--- src/rtl/serial_sub_pkg.sv ---
// Shared types and sizing helpers for the bit-serial subtractor.
package serial_sub_pkg;

   typedef enum logic [1:0] {
      IDLE  = 2'd0,
      SHIFT = 2'd1,
      DONE  = 2'd2
   } state_t;

   localparam int DEF_WIDTH = 8;

   // Bit counter width: enough to index bits 0..w-1, never less than one bit.
   function automatic int cnt_width(input int w);
      return (w > 2) ? $clog2(w) : 1;
   endfunction

endpackage

--- src/rtl/sub_bit_cell.sv ---
// One-bit full subtractor: difference and borrow for a single bit position.
module sub_bit_cell (
   input  logic minuend,
   input  logic subtrahend,
   input  logic borrow_in,
   output logic difference,
   output logic borrow_out
);

   logic prop;

   assign prop       = minuend ^ subtrahend;
   assign difference = prop ^ borrow_in;
   assign borrow_out = (~minuend & subtrahend) | (~prop & borrow_in);

endmodule

--- src/rtl/serial_sub_ctrl.sv ---
// Bit-serial unsigned subtractor: a - b computed LSB first, one bit per cycle,
// with a registered result and a one-cycle done pulse.
module serial_sub_ctrl
   import serial_sub_pkg::*;
#(
   parameter int WIDTH = DEF_WIDTH
) (
   input  logic             clk,
   input  logic             rst_n,
   input  logic             start,
   input  logic [WIDTH-1:0] a,
   input  logic [WIDTH-1:0] b,
   output logic             busy,
   output logic             done,
   output logic [WIDTH-1:0] diff,
   output logic             borrow_out
);

   localparam int CNT_W = cnt_width(WIDTH);
   localparam logic [CNT_W-1:0] LAST = CNT_W'(WIDTH - 1);

   state_t           state;
   logic [WIDTH-1:0] a_sr;
   logic [WIDTH-1:0] b_sr;
   logic [WIDTH-1:0] res_sr;
   logic             borrow_q;
   logic [CNT_W-1:0] cnt;

   logic             cell_d;
   logic             cell_bout;
   logic [WIDTH-1:0] res_nxt;

   sub_bit_cell u_cell (
      .minuend    (a_sr[0]),
      .subtrahend (b_sr[0]),
      .borrow_in  (borrow_q),
      .difference (cell_d),
      .borrow_out (cell_bout)
   );

   // New difference bits enter at the MSB so the LSB lands at bit 0 after WIDTH shifts.
   assign res_nxt = {cell_d, res_sr[WIDTH-1:1]};

   always_ff @(posedge clk or negedge rst_n) begin
      if (!rst_n) begin
         state      <= IDLE;
         a_sr       <= '0;
         b_sr       <= '0;
         res_sr     <= '0;
         borrow_q   <= 1'b0;
         cnt        <= '0;
         busy       <= 1'b0;
         done       <= 1'b0;
         diff       <= '0;
         borrow_out <= 1'b0;
      end else begin
         case (state)
            IDLE: begin
               if (start) begin
                  a_sr     <= a;
                  b_sr     <= b;
                  res_sr   <= '0;
                  borrow_q <= 1'b0;
                  cnt      <= '0;
                  busy     <= 1'b1;
                  state    <= SHIFT;
               end
            end
            SHIFT: begin
               a_sr     <= a_sr >> 1;
               b_sr     <= b_sr >> 1;
               res_sr   <= res_nxt;
               borrow_q <= cell_bout;
               cnt      <= cnt + CNT_W'(1);
               if (cnt == LAST) begin
                  diff       <= res_nxt;
                  borrow_out <= cell_bout;
                  busy       <= 1'b0;
                  done       <= 1'b1;
                  state      <= DONE;
               end
            end
            DONE: begin
               done  <= 1'b0;
               state <= IDLE;
            end
            default: begin
               busy  <= 1'b0;
               done  <= 1'b0;
               state <= IDLE;
            end
         endcase
      end
   end

endmodule
--- config.mk ---
export PLATFORM = sky130hd
export DESIGN_NAME = serial_sub_ctrl
export DESIGN_NICKNAME = d
export VERILOG_FILES = /design/src/rtl/serial_sub_pkg.sv /design/src/rtl/sub_bit_cell.sv /design/src/rtl/serial_sub_ctrl.sv
export SDC_FILE = /design/constraint.sdc
export NUM_CORES = 1
export LEC_CHECK = 0
export BUFFER_PORTS_ARGS = -buffer_cell sky130_fd_sc_hd__buf_2
export CORE_ASPECT_RATIO = 1.75
export CORE_UTILIZATION = 43
export CTS_CLUSTER_SIZE = 20
export DETAILED_ROUTE_END_ITERATION = 8
export HOLD_SLACK_MARGIN = 0.05
export SYNTH_ARGS = -nofsm -noshare
export SYNTH_HDL_FRONTEND = slang
export SYNTH_HIERARCHICAL = 1
export SYNTH_SLANG_ARGS = --single-unit
--- constraint.sdc ---
create_clock -name clk -period 1.76 [get_ports clk]
set_input_delay 0.352 -clock clk [delete_from_list [all_inputs] [get_ports clk]]
set_output_delay 0.352 -clock clk [all_outputs]
set_load 0.02 [all_outputs]
==> flow_metrics.tcl, run 1 <==
set metrics [dict create \
    finalWeightedCongestion 0.691 \
    antenna_left 0 \
    p_leak_nw 0.949 \
    cts_sinks 40 \
    dp_cells 215 \
    final_common_cell "dfrtp_1" \
    io-pin-count 30 \
    worst_slew_pin_slew_ns 0.896 \
    finalInstanceArea_mm2 0.00200 \
    share_comb_of_total_power_pct 36.2 \
    cp-end-kind "flop" \
    numPortBuffers 29 \
    peakVddDrop_mv 0.993 \
    initial_utilization_pct 44.8 \
    first_pass_iters 4 \
    rsz0062_at_grt "no" \
    clkTransAtPathRegs_ns 0.07 \
    cp.required_ns 1.99 \
    syn_area_mm2 0.00172 \
    ctsResizeCount 0 \
    core-area_mm2 0.00383 \
    dieArea_mm2 0.00426 \
    layout_common_cells "dfrtp_1, buf_2, o22ai_1" \
    min_period_ns 1.55 \
    syn-num-nets 167 \
    syn_to_final_growth_pct 16.5 \
    synth_warnings 6 \
    drc 0 \
    ys_ff_latch 40 \
    pwr-share-seq_pct 46.1 \
    slew_violations 0 \
    holdBufCountCts 1 \
    holdCritPathClass "primary input to flop" \
    synth.area.top_cells "dfrtp_1, o22ai_1, mux2_2" \
    drive_gt1_share_pct 30.7 \
    h-tree-depth 2 \
    vias 1259 \
    critPathKind "flop to flop" \
    via_per_inst 5.62 \
    intPower_mw 2.21 \
    setup_violations 0 \
    max-slew-margin-rel_pct 40.1 \
    maxCapViolations 0 \
    clk_latency_ns 0.29 \
    drt-initial-drc-count 35 \
    synth-seq-area-share_pct 58.4 \
    worstPathArrival_ns 1.78 \
    postLayoutCoreUtil_pct 52.2 \
    cp_max_fo 12 \
    finalNonFillerCells 224 \
    grt_pass1_vias 1334 \
    dieHeight_um 85.6 \
    totalNegativeSetupSlack_ns 0 \
    fmax_ghz 0.644 \
    cts_root_buffer "clkbuf_8" \
    cts_setup_buffers 0 \
    synth_top_area_share_pct 58.4 \
    power_switching_mw 1.29 \
    antenna_found_initial 0 \
    track_usage_pct 18.7 \
    ys_types 23 \
    antenna_cells 0 \
    syn_area_per_cell_um2 11.8 \
    wire_per_inst_um 15.3 \
    hold_viol 0 \
    skew_ns 0.00699 \
    cts_made_buffers 5 \
    clkPwrFrac_pct 17.8 \
    grt-ovfl-total 0 \
    ctsLongestPathBuffers 2 \
    netSwitchingFraction_pct 36.9 \
    placed_area_mm2 0.00189 \
    grt_max_degree 41 \
    postSynthCellCount 145 \
    dp_hpwl_um 2330 \
    period_share_pct 88.2 \
    power_density_mw_per_mm2 1750 \
    cp-start-kind "flop" \
    die_x_um 49.7 \
    status "finished, final reports clean" \
    nets 197 \
    fillerInstances 373 \
    num_rows 30 \
    cts_tree "yes" \
    grt_first_pass_wirelength_um 6020 \
    drt_wl_total_um 3430 \
    synth_largest_area_cell "dfrtp_1" \
]
-- kinds of logic after synthesis --
family / share of synthesized area (%)
mux: 5.91
fa+ha+maj: 2.63
simple gates: 5.83
compound gates: 22.2
buf+inv: 5.11
flops: 58.4
-- path summary, 6_finish.rpt --
path,startpoint,slack (ns),depth (start not counted),end
setup / recovery,state[0],0.21,2,cnt[1]
hold / removal,b[7],0.31,3,b_sr[7]
setup reg to reg,state[0],0.21,2,cnt[1]
hold reg to reg,done,0.50,2,done
max in group asynchronous,rst_n,1.00,3,diff[2]
min in group asynchronous,rst_n,0.56,3,state[1]
-- critical path, stage by stage (launching register included) --
cell,delay [ns]
dfrtp_1,0.49
o21bai_1,0.76
a22o_1,0.24
-- per-stage QoR --
stage                     total power [mW]  hold slack, ns  setup slack, ns
final                                 3.50           0.310            0.207
after global routing                  3.76           0.326           0.0975
after CTS                             3.54           0.304            0.198
after detailed placement              2.90           0.338            0.206
after global placement                2.84           0.335            0.257
after floorplan                       2.57          0.0564            0.389
-- cell usage after synthesis --
| cell | count |
|---|---|
| a21oi_1 | 15 |
| a21oi_2 | 1 |
| a22o_1 | 10 |
| and2b_2 | 1 |
| buf_1 | 1 |
| buf_2 | 7 |
| buf_6 | 2 |
| dfrtp_1 | 40 |
| fa_1 | 1 |
| ha_1 | 2 |
| inv_1 | 7 |
| mux2_2 | 9 |
| nand2_1 | 5 |
| nand2_4 | 1 |
| nand2b_1 | 1 |
| nand2b_4 | 1 |
| nor2_1 | 4 |
| nor2b_1 | 2 |
| o21ai_0 | 6 |
| o21ai_2 | 1 |
| o21bai_1 | 1 |
| o22ai_1 | 26 |
| or4b_4 | 1 |
-- final cells by class --
type / count / area [um2] / share of cell area [%]
Inverter: 7 / 26.3 / 1.31
Clock inverter: 1 / 7.51 / 0.376
Clock buffer: 7 / 86.3 / 4.32
Timing Repair Buffer: 33 / 190 / 9.52
Multi-Input combinational cell: 88 / 627 / 31.4
Tap cell: 48 / 60.1 / 3.01
Sequential cell: 40 / 1000 / 50.1
-- metal layers --
metal	global-route usage (%)	share of wire (%)
met1	21.6	43
met2	32.1	51
met3	4.26	3.9
met4	9.09	2.0
met5	0	0
-- power groups by stage --
stage | registers [mW] | clock network [mW] | logic [mW]
floorplan | 1.66 | 0 | 0.915
global placement | 1.61 | 0 | 1.23
detailed placement | 1.63 | 0 | 1.27
CTS | 1.61 | 0.646 | 1.28
global route | 1.67 | 0.679 | 1.41
finish | 1.61 | 0.622 | 1.27
-- flip-flops by register name, summed over array words and instances, names as in the netlist --
| register | flops |
|---|---|
| done | 1 |
| diff | 8 |
| res_sr | 7 |
| borrow_out | 1 |
| a_sr | 8 |
| busy | 1 |
| b_sr | 8 |
| cnt | 3 |
| state | 2 |
| borrow_q | 1 |
Power figures use the tool's default switching activity.
==> run 2, diff against run 1 <==
PLACE_DENSITY = 0.74   (was default)
==> run 2 against run 1 <==
Net effect: power up 0.51%; routed wire length up 0.26%; worst hold slack worse by 0.0089 ns; first-iteration DRC count down 40%; combinational power about the same; cell count down 0.45%; non-clock buffer count down 1; flip-flop and latch count unchanged; die area unchanged.
==> flow_metrics.tcl, run 2 (synthesis gave the netlist of run 1 again) <==
set metrics [dict create \
    r2r_slack_ns 0.20 \
    rsz0062_at_grt "no" \
    postLayoutCoreUtil_pct 52.0 \
    max-slew-margin-rel_pct 40.2 \
    fillerInstances 359 \
    cp_max_fo 12 \
    nets 196 \
    cp_slowest_cell "o21bai_1" \
    dp_hpwl_um 2400 \
    clkTransAtPathRegs_ns 0.07 \
    final_common_cell "dfrtp_1" \
    clk_latency_ns 0.29 \
    multi_input_area_um2 627 \
    endpoint "res_sr[4]" \
    numPortBuffers 29 \
    skew_ns 0.00443 \
    critPathKind "flop to flop" \
    first_pass_iters 4 \
    setup_violations 0 \
    layout_common_cells "dfrtp_1, buf_2, o22ai_1" \
    holdCritPathClass "primary input to flop" \
    finalWeightedCongestion 0.753 \
    grt_first_pass_wirelength_um 5640 \
    cp-start-kind "flop" \
    via_per_inst 5.80 \
    dieArea_mm2 0.00426 \
    drc 0 \
    drt-initial-drc-count 21 \
    antenna_cells 0 \
    core-area_mm2 0.00383 \
    hold_viol 0 \
    cts_made_buffers 5 \
    die_x_um 49.7 \
    drive_gt1_share_pct 30.9 \
    seqCellArea_mm2 0.00100 \
    maxCapViolations 0 \
    cts_sinks 40 \
    cp_top_family "compound AO/OA/AOI/OAI gates" \
    ctsLongestPathBuffers 2 \
    drt_wl_total_um 3440 \
    cts_tree "yes" \
    totalNegativeSetupSlack_ns 0 \
    grt_pass1_vias 1274 \
    r2r_cells 2 \
    wire_per_inst_um 15.4 \
    cp-end-kind "flop" \
    syn_to_final_growth_pct 16.0 \
    initial_utilization_pct 44.8 \
    status "finished, final reports clean" \
    track_usage_pct 17.4 \
    slew_violations 0 \
    cts_root_buffer "clkbuf_8" \
    peakVddDrop_mv 1.06 \
    cp.required_ns 1.99 \
    h-tree-depth 2 \
    dieHeight_um 85.6 \
    antenna_left 0 \
    worst_slew_pin_slew_ns 0.895 \
    vias 1294 \
    cts_setup_buffers 0 \
    antenna_found_initial 0 \
    fmax_ghz 0.640 \
    crit_chain "o21bai_1, a22o_1" \
    worstPathArrival_ns 1.79 \
    reg.largest.list "a_sr x8, b_sr x8, diff x8" \
    grt-ovfl-total 0 \
    p_leak_nw 0.951 \
    num_rows 30 \
    cpPeakStageDelay_ns 0.76 \
    r2r-end "res_sr[4]" \
    crit_buf_inv 0 \
    io-pin-count 30 \
    power_density_mw_per_mm2 1770 \
    min_period_ns 1.56 \
    cp.depth 2 \
    cp-startpoint "state[0]" \
    r2r_start "state[0]" \
    grt_max_degree 24 \
    period_share_pct 88.7 \
]
[run 2: changes by cell type in the layout (fill, tap and decap cells not counted), sizes merged]
cell / delta
clkbuf: -1
clkinvlp: -1
clkinv: +2
buf: -1
[run 2: through the flow]
stage	power (mW)	cell area [um2]	cells	hold slack [ns]	setup WS, ns
3_3_place_gp	2.83	1890	214	0.303	0.195
6_report	3.52	1990	223	0.301	0.199
4_1_cts	3.55	1990	223	0.302	0.179
2_1_floorplan	2.57	1720	145	0.0564	0.389
5_1_grt	3.76	1990	223	0.314	0.0803
3_5_place_dp	2.92	1890	214	0.310	0.134
[run 2: worst min-delay path by stage]
stage | start | endpoint | slack (ns) | cells after the start
final | a[7] | a_sr[7] | 0.30 | 3
after CTS | a[7] | a_sr[7] | 0.30 | 3
after detailed placement | rst_n | b_sr[7] | 0.31 | 1
after global placement | rst_n | a_sr[7] | 0.30 | 1
after global routing | a[7] | a_sr[7] | 0.31 | 3
after floorplan | rst_n | a_sr[0] | 0.06 | 0
[run 2: worst reg2reg max path, stage by stage, from the launching register on]
cell and delay [ns]:
dfrtp_1 0.49, o21bai_1 0.76, a22o_1 0.24
[run 2: final cells by class]
class                   count  share of cell area, %
clock inverters             2                  0.503
well taps                  48                   3.02
flip-flops and latches     40                   50.3
repair buffers             32                   9.18
inverters                   7                   1.32
multi-input cells          88                   31.5
clock buffers               6                   4.15
[run 2: power breakdown]
part	switching [mW]	leakage [nW]	total, mW	internal (mW)
sequential	0.300	0.492	1.62	1.32
clock	0.309	0.0510	0.622	0.313
combinational	0.707	0.408	1.28	0.573
[run 2: repair_timing]
action,CTS,global route
hold buffers,1,0
hold endpoints to repair,17,0
resized for setup,0,0
[run 2: layer usage]
| layer | track usage (%) | routed length, um |
|---|---|---|
| met3 | 4.96 | 177 |
| met2 | 30.6 | 1790 |
| met4 | 7.01 | 59 |
| met1 | 19.2 | 1410 |
| met5 | 0 | 0 |
==> run 3, diff against run 2 <==
clock period = 1.9 ns   (was 1.76 ns; I/O delays follow)
==> run 3 against run 2 <==
Net effect: worst hold slack got worse by 0.16 ns; register-to-register slack improved by 0.14 ns; cell count fell by 0.90%; count of clock-buffer cells in the layout rose by 1; setup slack improved by 0.14 ns; cell area rose by 0.19%; global-route usage barely moved; critical path depth did not move; sequential share of layout area fell by 0.095 points; flip-flop and latch count did not move.
==> flow_metrics.tcl, run 3 (synthesis gave the netlist of run 1 again) <==
set metrics [dict create \
    status "finished, final reports clean" \
    setup_violations 0 \
    peakVddDrop_mv 0.915 \
    cp.required_ns 2.12 \
    cts_made_buffers 5 \
    clkTransAtPathRegs_ns 0.07 \
    numPortBuffers 29 \
    antenna_found_initial 0 \
    drt_wl_total_um 3290 \
    fmax_ghz 0.639 \
    cp-end-kind "flop" \
    nets 194 \
    holdBufCountCts 0 \
    totalNegativeSetupSlack_ns 0 \
    vias 1250 \
    power_density_mw_per_mm2 1700 \
    slew_violations 0 \
    layout_common_cells "dfrtp_1, buf_2, o22ai_1" \
    drc 0 \
    worstPathArrival_ns 1.79 \
    cts_sinks 40 \
    ctsResizeCount 0 \
    rsz0062_at_grt "no" \
    cp-start-kind "flop" \
    grt_max_degree 41 \
    cpPeakStageDelay_ns 0.75 \
    via_per_inst 5.66 \
    cts_root_buffer "clkbuf_8" \
    crit_chain "o21bai_1, a22o_1" \
    grt-ovfl-total 0 \
    worst_slew_pin_slew_ns 0.865 \
    maxCapViolations 0 \
    drive_gt1_share_pct 30.6 \
    cts_setup_buffers 0 \
    num_rows 30 \
    fillerInstances 364 \
    holdCritPathClass "primary input to async pin" \
    skew_ns 0.00316 \
    clk_latency_ns 0.29 \
    critPathKind "flop to flop" \
    h-tree-depth 2 \
    core-area_mm2 0.00383 \
    grt_pass1_vias 1242 \
    finalWeightedCongestion 0.733 \
    cp_max_fo 12 \
    antenna_cells 0 \
    dp_hpwl_um 2310 \
    initial_utilization_pct 44.8 \
    dieHeight_um 85.6 \
    die_x_um 49.7 \
    first_pass_iters 4 \
    wire_per_inst_um 14.9 \
    hold_slack_ns 0.137 \
    track_usage_pct 17.3 \
    cp_slowest_cell "o21bai_1" \
    min_period_ns 1.56 \
    r2r_slack_ns 0.34 \
    cts_tree "yes" \
    hold_viol 0 \
    reg.largest.list "a_sr x8, b_sr x8, diff x8" \
    ctsLongestPathBuffers 2 \
    final_common_cell "dfrtp_1" \
    max-slew-margin-rel_pct 42.2 \
    p_leak_nw 0.950 \
    drt-initial-drc-count 26 \
    dieArea_mm2 0.00426 \
    syn_to_final_growth_pct 16.2 \
    period_share_pct 82.4 \
    grt_first_pass_wirelength_um 5600 \
    postLayoutCoreUtil_pct 52.1 \
    antenna_left 0 \
    io-pin-count 30 \
]
run 3: cell types whose count changed in the layout (fill, tap and decap cells not counted), sizes merged:
cell and change:
dlygate4sd3 -1, bufinv +1, clkbuf +1, buf -1, clkinv -2
run 3: power by group:
part	leakage (nW)	total, mW	internal, mW	switching [mW]
Combinational	0.394	1.15	0.522	0.633
Clock	0.0645	0.738	0.463	0.275
Sequential	0.492	1.51	1.22	0.285
Total	0.950	3.40	2.21	1.19
run 3: final timing paths:
path                          start  depth (start not counted)   endpoint
hold reg to reg                busy                          2       busy
setup reg to reg           state[0]                          2  res_sr[1]
hold / removal                rst_n                          2    b_sr[6]
max in group asynchronous     rst_n                          2    b_sr[1]
setup / recovery           state[0]                          2  res_sr[1]
min in group clk               b[7]                          3    b_sr[7]
run 3: area by class of cell:
cell class,count,area [um2],share of cell area [%]
sequential,40,1000,50.2
multi-input combinational,88,627,31.5
timing repair buffer,30,153,7.66
clock buffer,7,96.3,4.83
tap,48,60.1,3.01
clock inverter,1,30.0,1.51
inverter,7,26.3,1.32
run 3: critical path: cells and delay by family (launching register included):
| family | cells | cell delay [ns] |
|---|---|---|
| AOI/OAI and AO/OA | 2 | 1.00 |
| DFF | 1 | 0.50 |
run 3: through the flow:
stage	cells	worst slack, ns	instance area [um2]	power [mW]
2_1_floorplan	145	0.529	1720	2.38
3_3_place_gp	213	0.323	1870	2.61
3_5_place_dp	213	0.276	1870	2.69
4_1_cts	221	0.343	1990	3.44
5_1_grt	221	0.204	1990	3.64
6_report	221	0.335	1990	3.40
run 3: metal layers:
metal | vias to the layer above | GRT usage (%) | part of all wire, %
li1 | 586 | - | -
met1 | 623 | 20.7 | 44
met2 | 34 | 29.1 | 50
met3 | 7 | 3.90 | 4.1
met4 | 0 | 8.31 | 1.8
met5 | - | 0 | 0
